<file path="src/rtl/cacheline_adapter.sv">
// rtl/cacheline_adapter.sv - cache line to 4-beat burst memory responder
module cacheline_adapter #(
    parameter int unsigned s_offset  = 5,
    parameter int unsigned s_line    = 256,
    parameter int unsigned s_beat    = 64,
    parameter int unsigned num_beats = s_line / s_beat
) (
    input  logic              clk,
    input  logic              rst,
    input  logic [31:0]       pmem_address,
    input  logic [s_line-1:0] pmem_wdata,
    input  logic              pmem_read,
    input  logic              pmem_write,
    output logic              pmem_resp,
    output logic [s_line-1:0] pmem_rdata,
    output logic [31:0]       burst_address,
    output logic              burst_read,
    output logic              burst_write,
    output logic [s_beat-1:0] burst_wdata,
    input  logic [s_beat-1:0] burst_rdata,
    input  logic              burst_resp
);

    localparam int unsigned cnt_w = (num_beats > 1) ? $clog2(num_beats) : 1;

    localparam logic [1:0] st_idle  = 2'd0;
    localparam logic [1:0] st_read  = 2'd1;
    localparam logic [1:0] st_write = 2'd2;
    localparam logic [1:0] st_resp  = 2'd3;

    logic [1:0]        state;
    logic [1:0]        state_next;
    logic [cnt_w-1:0]  cnt;
    logic [31:0]       addr_q;
    logic [s_line-1:0] wr_line;
    logic [s_line-1:0] rd_line;

    logic accept_rd;
    logic accept_wr;
    logic beat_done;
    logic last_beat;

    // Offset bits of the request address are dropped by line alignment.
    logic unused_addr_bits;
    assign unused_addr_bits = ^pmem_address[s_offset-1:0];

    // Requests are sampled only in IDLE; a simultaneous read takes priority
    // and leaves the write pending at the cache.
    assign accept_rd = (state == st_idle) && pmem_read;
    assign accept_wr = (state == st_idle) && pmem_write && !pmem_read;
    assign beat_done = ((state == st_read) || (state == st_write)) && burst_resp;
    assign last_beat = beat_done && (cnt == cnt_w'(num_beats - 1));

    // Next-state selection for the request/burst/response sequence.
    always_comb begin
        state_next = state;
        case (state)
            st_idle: begin
                if (accept_rd) begin
                    state_next = st_read;
                end else if (accept_wr) begin
                    state_next = st_write;
                end
            end
            st_read: begin
                if (last_beat) begin
                    state_next = st_resp;
                end
            end
            st_write: begin
                if (last_beat) begin
                    state_next = st_resp;
                end
            end
            st_resp: begin
                state_next = st_idle;
            end
            default: begin
                state_next = st_idle;
            end
        endcase
    end

    // State register and beat counter; counter wraps to 0 on the last beat.
    always_ff @(posedge clk or negedge rst) begin
        if (!rst) begin
            state <= st_idle;
            cnt   <= '0;
        end else begin
            state <= state_next;
            if (accept_rd || accept_wr) begin
                cnt <= '0;
            end else if (beat_done) begin
                cnt <= last_beat ? '0 : cnt + cnt_w'(1);
            end
        end
    end

    // Line-aligned address and write line are captured once at acceptance so
    // later changes on the cache side cannot disturb the burst in flight.
    always_ff @(posedge clk or negedge rst) begin
        if (!rst) begin
            addr_q  <= '0;
            wr_line <= '0;
        end else begin
            if (accept_rd || accept_wr) begin
                addr_q <= {pmem_address[31:s_offset], {s_offset{1'b0}}};
            end
            if (accept_wr) begin
                wr_line <= pmem_wdata;
            end
        end
    end

    // Read beats fill the read line from the least significant beat upward;
    // it is separate from the write line so writes leave pmem_rdata intact.
    always_ff @(posedge clk or negedge rst) begin
        if (!rst) begin
            rd_line <= '0;
        end else if ((state == st_read) && burst_resp) begin
            rd_line[cnt*s_beat +: s_beat] <= burst_rdata;
        end
    end

    // Outputs decode directly from reset-cleared registers, so they fall
    // to zero as soon as reset asserts.
    always_comb begin
        pmem_resp     = (state == st_resp);
        pmem_rdata    = rd_line;
        burst_address = addr_q;
        burst_read    = (state == st_read);
        burst_write   = (state == st_write);
        burst_wdata   = wr_line[cnt*s_beat +: s_beat];
    end

endmodule

</file>
<file path="config.mk">
export PLATFORM = sky130hd
export DESIGN_NAME = cacheline_adapter
export DESIGN_NICKNAME = d
export VERILOG_FILES = /design/src/rtl/cacheline_adapter.sv
export SDC_FILE = /design/constraint.sdc
export NUM_CORES = 1
export LEC_CHECK = 0
export ABC_AREA = 1
export BUFFER_PORTS_ARGS = -buffer_cell sky130_fd_sc_hd__buf_2
export CELL_PAD_IN_SITES_DETAIL_PLACEMENT = 1
export CELL_PAD_IN_SITES_GLOBAL_PLACEMENT = 1
export CORE_AREA = 2 2 278 280
export CTS_CLUSTER_DIAMETER = 50
export DETAILED_ROUTE_END_ITERATION = 8
export DIE_AREA = 0 0 280 282
export GPL_TIMING_DRIVEN = 0
export PLACE_DENSITY_LB_ADDON = 0.1
export SLEW_MARGIN = 20
export SYNTH_ARGS = -nofsm -noshare
export SYNTH_HDL_FRONTEND = slang
export SYNTH_SLANG_ARGS = --single-unit
</file>
<file path="constraint.sdc">
create_clock -name clk -period 3.45 [get_ports clk]
set_input_delay 0.69 -clock clk [delete_from_list [all_inputs] [get_ports clk]]
set_output_delay 0.69 -clock clk [all_outputs]
set_load 0.005 [all_outputs]
</file>
# After elaboration in Yosys (flattened, before gate mapping)
# Cells that the tools add are included.
# word_totals
ff_bits	543
in_bits	357
output_inout_bits	355
elab_cells	37
# classes
addsub	2
n_eq_ne	6
shifts	3
muxes	8
n_reduce_logical	13
# op_table
cell	count
bitwise mux 256 bit	1
variable shift 64 x 34 -> 256 bit, first input constant	1
variable part select 256 x 9 -> 64 bit	1
variable part select 64 x 34 -> 256 bit	1
negator 8 -> 34 bit	1
two-way mux 2 bit	6
== test 2 bit, second input constant	3
logical AND 1 bit	6
one-hot mux 2 bit (3 select lines)	1
inequality test 3 bit, second input constant	1
adder 2 x 1 -> 2 bit, second input constant	1
== test 2 x 1 -> 1 bit, second input constant	1
logical NOT 2 bit	1
logical OR 1 bit	2
inequality test 2 x 1 -> 1 bit, second input constant	1
AND reduction 2 bit	1
nonzero test 2 bit	1
OR reduction 2 bit	1
logical NOT 1 bit	1

# Logic depth before layout (Yosys ltp)
# logic_depth
ltp_word	7
mapped_depth	12
mapped_depth_nobuf	7

# Least setup slack after synthesis
# OpenSTA, ideal clock, no wires.
# synth_timing
kind	flip-flop to flip-flop
from	register cnt[1]
to	register rd_line[192] (netlist: pmem_rdata[192])
t_arrival_ns	1.955
t_required_ns	3.384
setup_slack_ns	1.429
stages_incl_launch_ff	11
n_path_buf	3
synth_period_minus_slack_ns	2.021
path_cell_list	dfrtp_1 -> buf_2 -> buf_1 -> inv_1 -> ha_1 -> inv_1 -> nand2_1 -> nor2_2 -> buf_2 -> nand2_1 -> nand2_1
# synth_between
elab_chain_cells	3
# synth_lines
item	line_no	text
start, declared	33	logic [cnt_w-1:0] cnt;
start signal, assigned	94	cnt <= last_beat ? '0 : cnt + cnt_w'(1);
negator 8 -> 34 bit *	121	rd_line[cnt*s_beat +: s_beat] <= burst_rdata;
variable part select 64 x 34 -> 256 bit / variable shift 64 x 34 -> 256 bit (equally long branches)	121	
bitwise mux 256 bit *	121	
end signal, assigned by index	121	
end, declared	36	logic [s_line-1:0] rd_line;
# Every way passes the cells marked *; elsewhere a longest branch is shown, timed or not.
# A chain may end at the register's enable or synchronous reset.

# Worst setup path in the final report
# layout_timing
from	register cnt[0]
to	output burst_wdata[28]
# layout_between
elab_chain_cells	1
# layout_lines
item	line_no	text
variable part select 256 x 9 -> 64 bit	133	burst_wdata = wr_line[cnt*s_beat +: s_beat];
end, declared	19	output logic [s_beat-1:0] burst_wdata,
# No other way between the ends.

==> run metrics <==
sequential power share=0.347; crit path kind=reg2out; max-cap violations=0; per-instance average area after synthesis=approximately 8 um2; Sw Ratio=0.393; Clock Path Buffers=3; Nets=4,094; share of the synthesized area in the top cell type=0.569; unrepaired setup endpoints after global routing=false; layout cells sized above 1=0.258; Synth async-reset ratio=1.00; routed via count=between 20,000 and 25,000; Total Routed Length=109,000 um; Syn Std Cell Area=around 24,000 um2; Clock transition at path regs=0.05 ns; minimum clock period=3.37 ns; DRT iter0 DRCs=1,382; commonest cells in the netlist=nand2_1 (1,270), dfrtp_1 (543), o21ai_0 (266); Pleak=around 18 nW; Worst EP required=~2.8 ns; crit path DAT=between 2 and 3 ns; CTS HTree Levels=3; WL/cell=22.7 um; post-synthesis sequential area ratio=0.569; Worst VDD drop=0.000365 V; Die Span Y=282 um; combinational power share=0.347; Area Growth Syn to Fin=31.9%; slew margin rel.=0.323; Worst Tran Pin Value=1.02 ns; final hold violation count=0; post-CTS setup repair buffer count=0; ys flop type=dfrtp_1; Clk pwr share=0.306; die footprint=roughly 79,000 um2; Final ANT Viol Nets=0; port buffer count=700; Int Power=16.2 mW; vias in the first global route=approximately 25,000; Setup crit start kind=flip-flop; WHS=0.000208 ns; Max Slew Vio Count=0; f_max=297 MHz; flops & latches, synth=~540; Die W=280 um; placed cells=between 4,000 and 5,000; Ys Warns=0; starting density of the core=0.315; Initial DRT Pass Iterations=5; antenna violations before repair=23; clk_lat worst skew=0.63 ns; synth unique cells=21; Core ar.=approximately 76,000 um2; routed vias/inst=4.86; fin crit share=0.976; dominant cell type by area after synthesis=dfrtp_1; final clock skew=roughly 0.028 ns; Crit. End Element=output pin; Net Sw Power=10.5 mW; clock sinks=543; most frequent cell after synthesis=nand2_1; final setup vio count=0; Gate Count Post-Synth=2,936; Routability Congestion=0.885; synth top area cells=dfrtp_1 (57%), nand2_1 (20%), o21ai_0 (5.6%); Rows=101; DRC viols=0; first-pass GRT wire length=between 150,000 and 200,000 um; global route overflow=0; status=finished, final reports clean; crit-path max FO=10; hpwl dp=85,900 um; HP Class=in2async; Root Driver=clkbuf_16; CTS tree=built; Num CTS Buffers=80; io pins=712; Power Density=847 nW/um2; largest net degree at the start of global routing=96; GR Util All Layers=0.271; TNS Setup=0 ns; Post-synth EDFFs=0; Non-Filler Instances=~4,800
## registers in the layout (all words and copies together), names as in the netlist
register and cells:
burst_address 27, cnt 2, pmem_rdata 256, state 2, wr_line 256
## through the flow
step                cell area [um2]   util  total power [mW]  worst slack (ns)
finish                        31500  0.416              26.7            0.0816
global route                  31500  0.416              28.3            0.0240
CTS                           31400  0.415              26.9            0.0418
detailed placement            28800  0.380              18.6           -0.0860
global placement              28600  0.378              18.3             -9.98
floorplan                     23900      -              13.9              1.43
## path summary, 6_finish.rpt
kind                       cells after the start                     startpoint  slack, ns                             to
max in group asynchronous                      3                            rst       2.00       wr_line[162]$_DFFE_PN0P_
min                                            1                            rst     0.0002     pmem_rdata[63]$_DFFE_PN0P_
min reg2reg                                    2  burst_address[22]$_DFFE_PN0N_       0.47  burst_address[22]$_DFFE_PN0N_
max                                            6             cnt[0]$_DFFE_PN0P_       0.08                burst_wdata[28]
max reg2reg                                   10             cnt[1]$_DFFE_PN0P_       0.44    pmem_rdata[233]$_DFFE_PN0P_
min in group clk                               3                  pmem_wdata[5]       0.27         wr_line[5]$_DFFE_PN0P_
## cell usage in the layout, fill, tap and decap left out, types with 64 or more instances in the layout
cell type	netlist	layout
nand2_1	1270	1269
buf_2	107	807
dfrtp_1	543	543
o21ai_0	266	266
inv_1	204	204
nand3_1	134	134
clkbuf_1	71	85
clkbuf_16	0	82
a21oi_1	66	66
o211ai_1	64	64
## routing by layer
layer | vias to the layer above | global-route usage | share of wire
met5 | - | 0 | 0.00042
met4 | 6 | 0.0993 | 0.032
met3 | 179 | 0.0442 | 0.051
met2 | 672 | 0.483 | 0.51
met1 | 11500 | 0.328 | 0.40
li1 | 10900 | - | -
## critical path, stage by stage (launching register included)
cell and delay [ns]:
dfrtp_1 0.37, buf_4 0.20, buf_2 0.21, clkbuf_1 0.68, o211ai_1 0.22, nand2_1 0.22, buf_2 0.16
## power groups by stage
stage / logic, mW / registers (mW) / clock network (mW)
after CTS: 9.38 / 9.23 / 8.29
final: 9.26 / 9.24 / 8.16
after detailed placement: 9.31 / 9.32 / 0
after global placement: 9.08 / 9.25 / 0
after floorplan: 4.72 / 9.15 / 0
after global routing: 10.3 / 9.44 / 8.56
## cells by family after synthesis
family                   synth area share
buffers and inverters              0.0742
AND/OR/NAND/NOR                     0.250
adder cells (fa/ha/maj)           0.00524
flip-flops                          0.569
AO/OA/AOI/OAI                       0.101
other                            0.000157
## final cells by class
| cell class | count | area, um2 |
|---|---|---|
| Buffer | 205 | 993 |
| Clock inverter | 41 | 429 |
| Sequential cell | 543 | 13600 |
| Inverter | 207 | 777 |
| Clock buffer | 105 | 2220 |
| Multi-Input combinational cell | 1984 | 8530 |
| Tap cell | 978 | 1220 |
| Antenna cell | 15 | 37.5 |
| Fill cell | 9286 | 44200 |
| Timing Repair Buffer | 706 | 3680 |
## repair_timing
| action | 4_1_cts | 5_1_grt |
|---|---|---|
| cloned | 0 | 0 |
| hold buffers | 0 | 0 |
| setup endpoints to repair | 40 | 1 |
| resized for setup | 2 | 1 |
No activity file was read; power rests on OpenSTA's default activity.
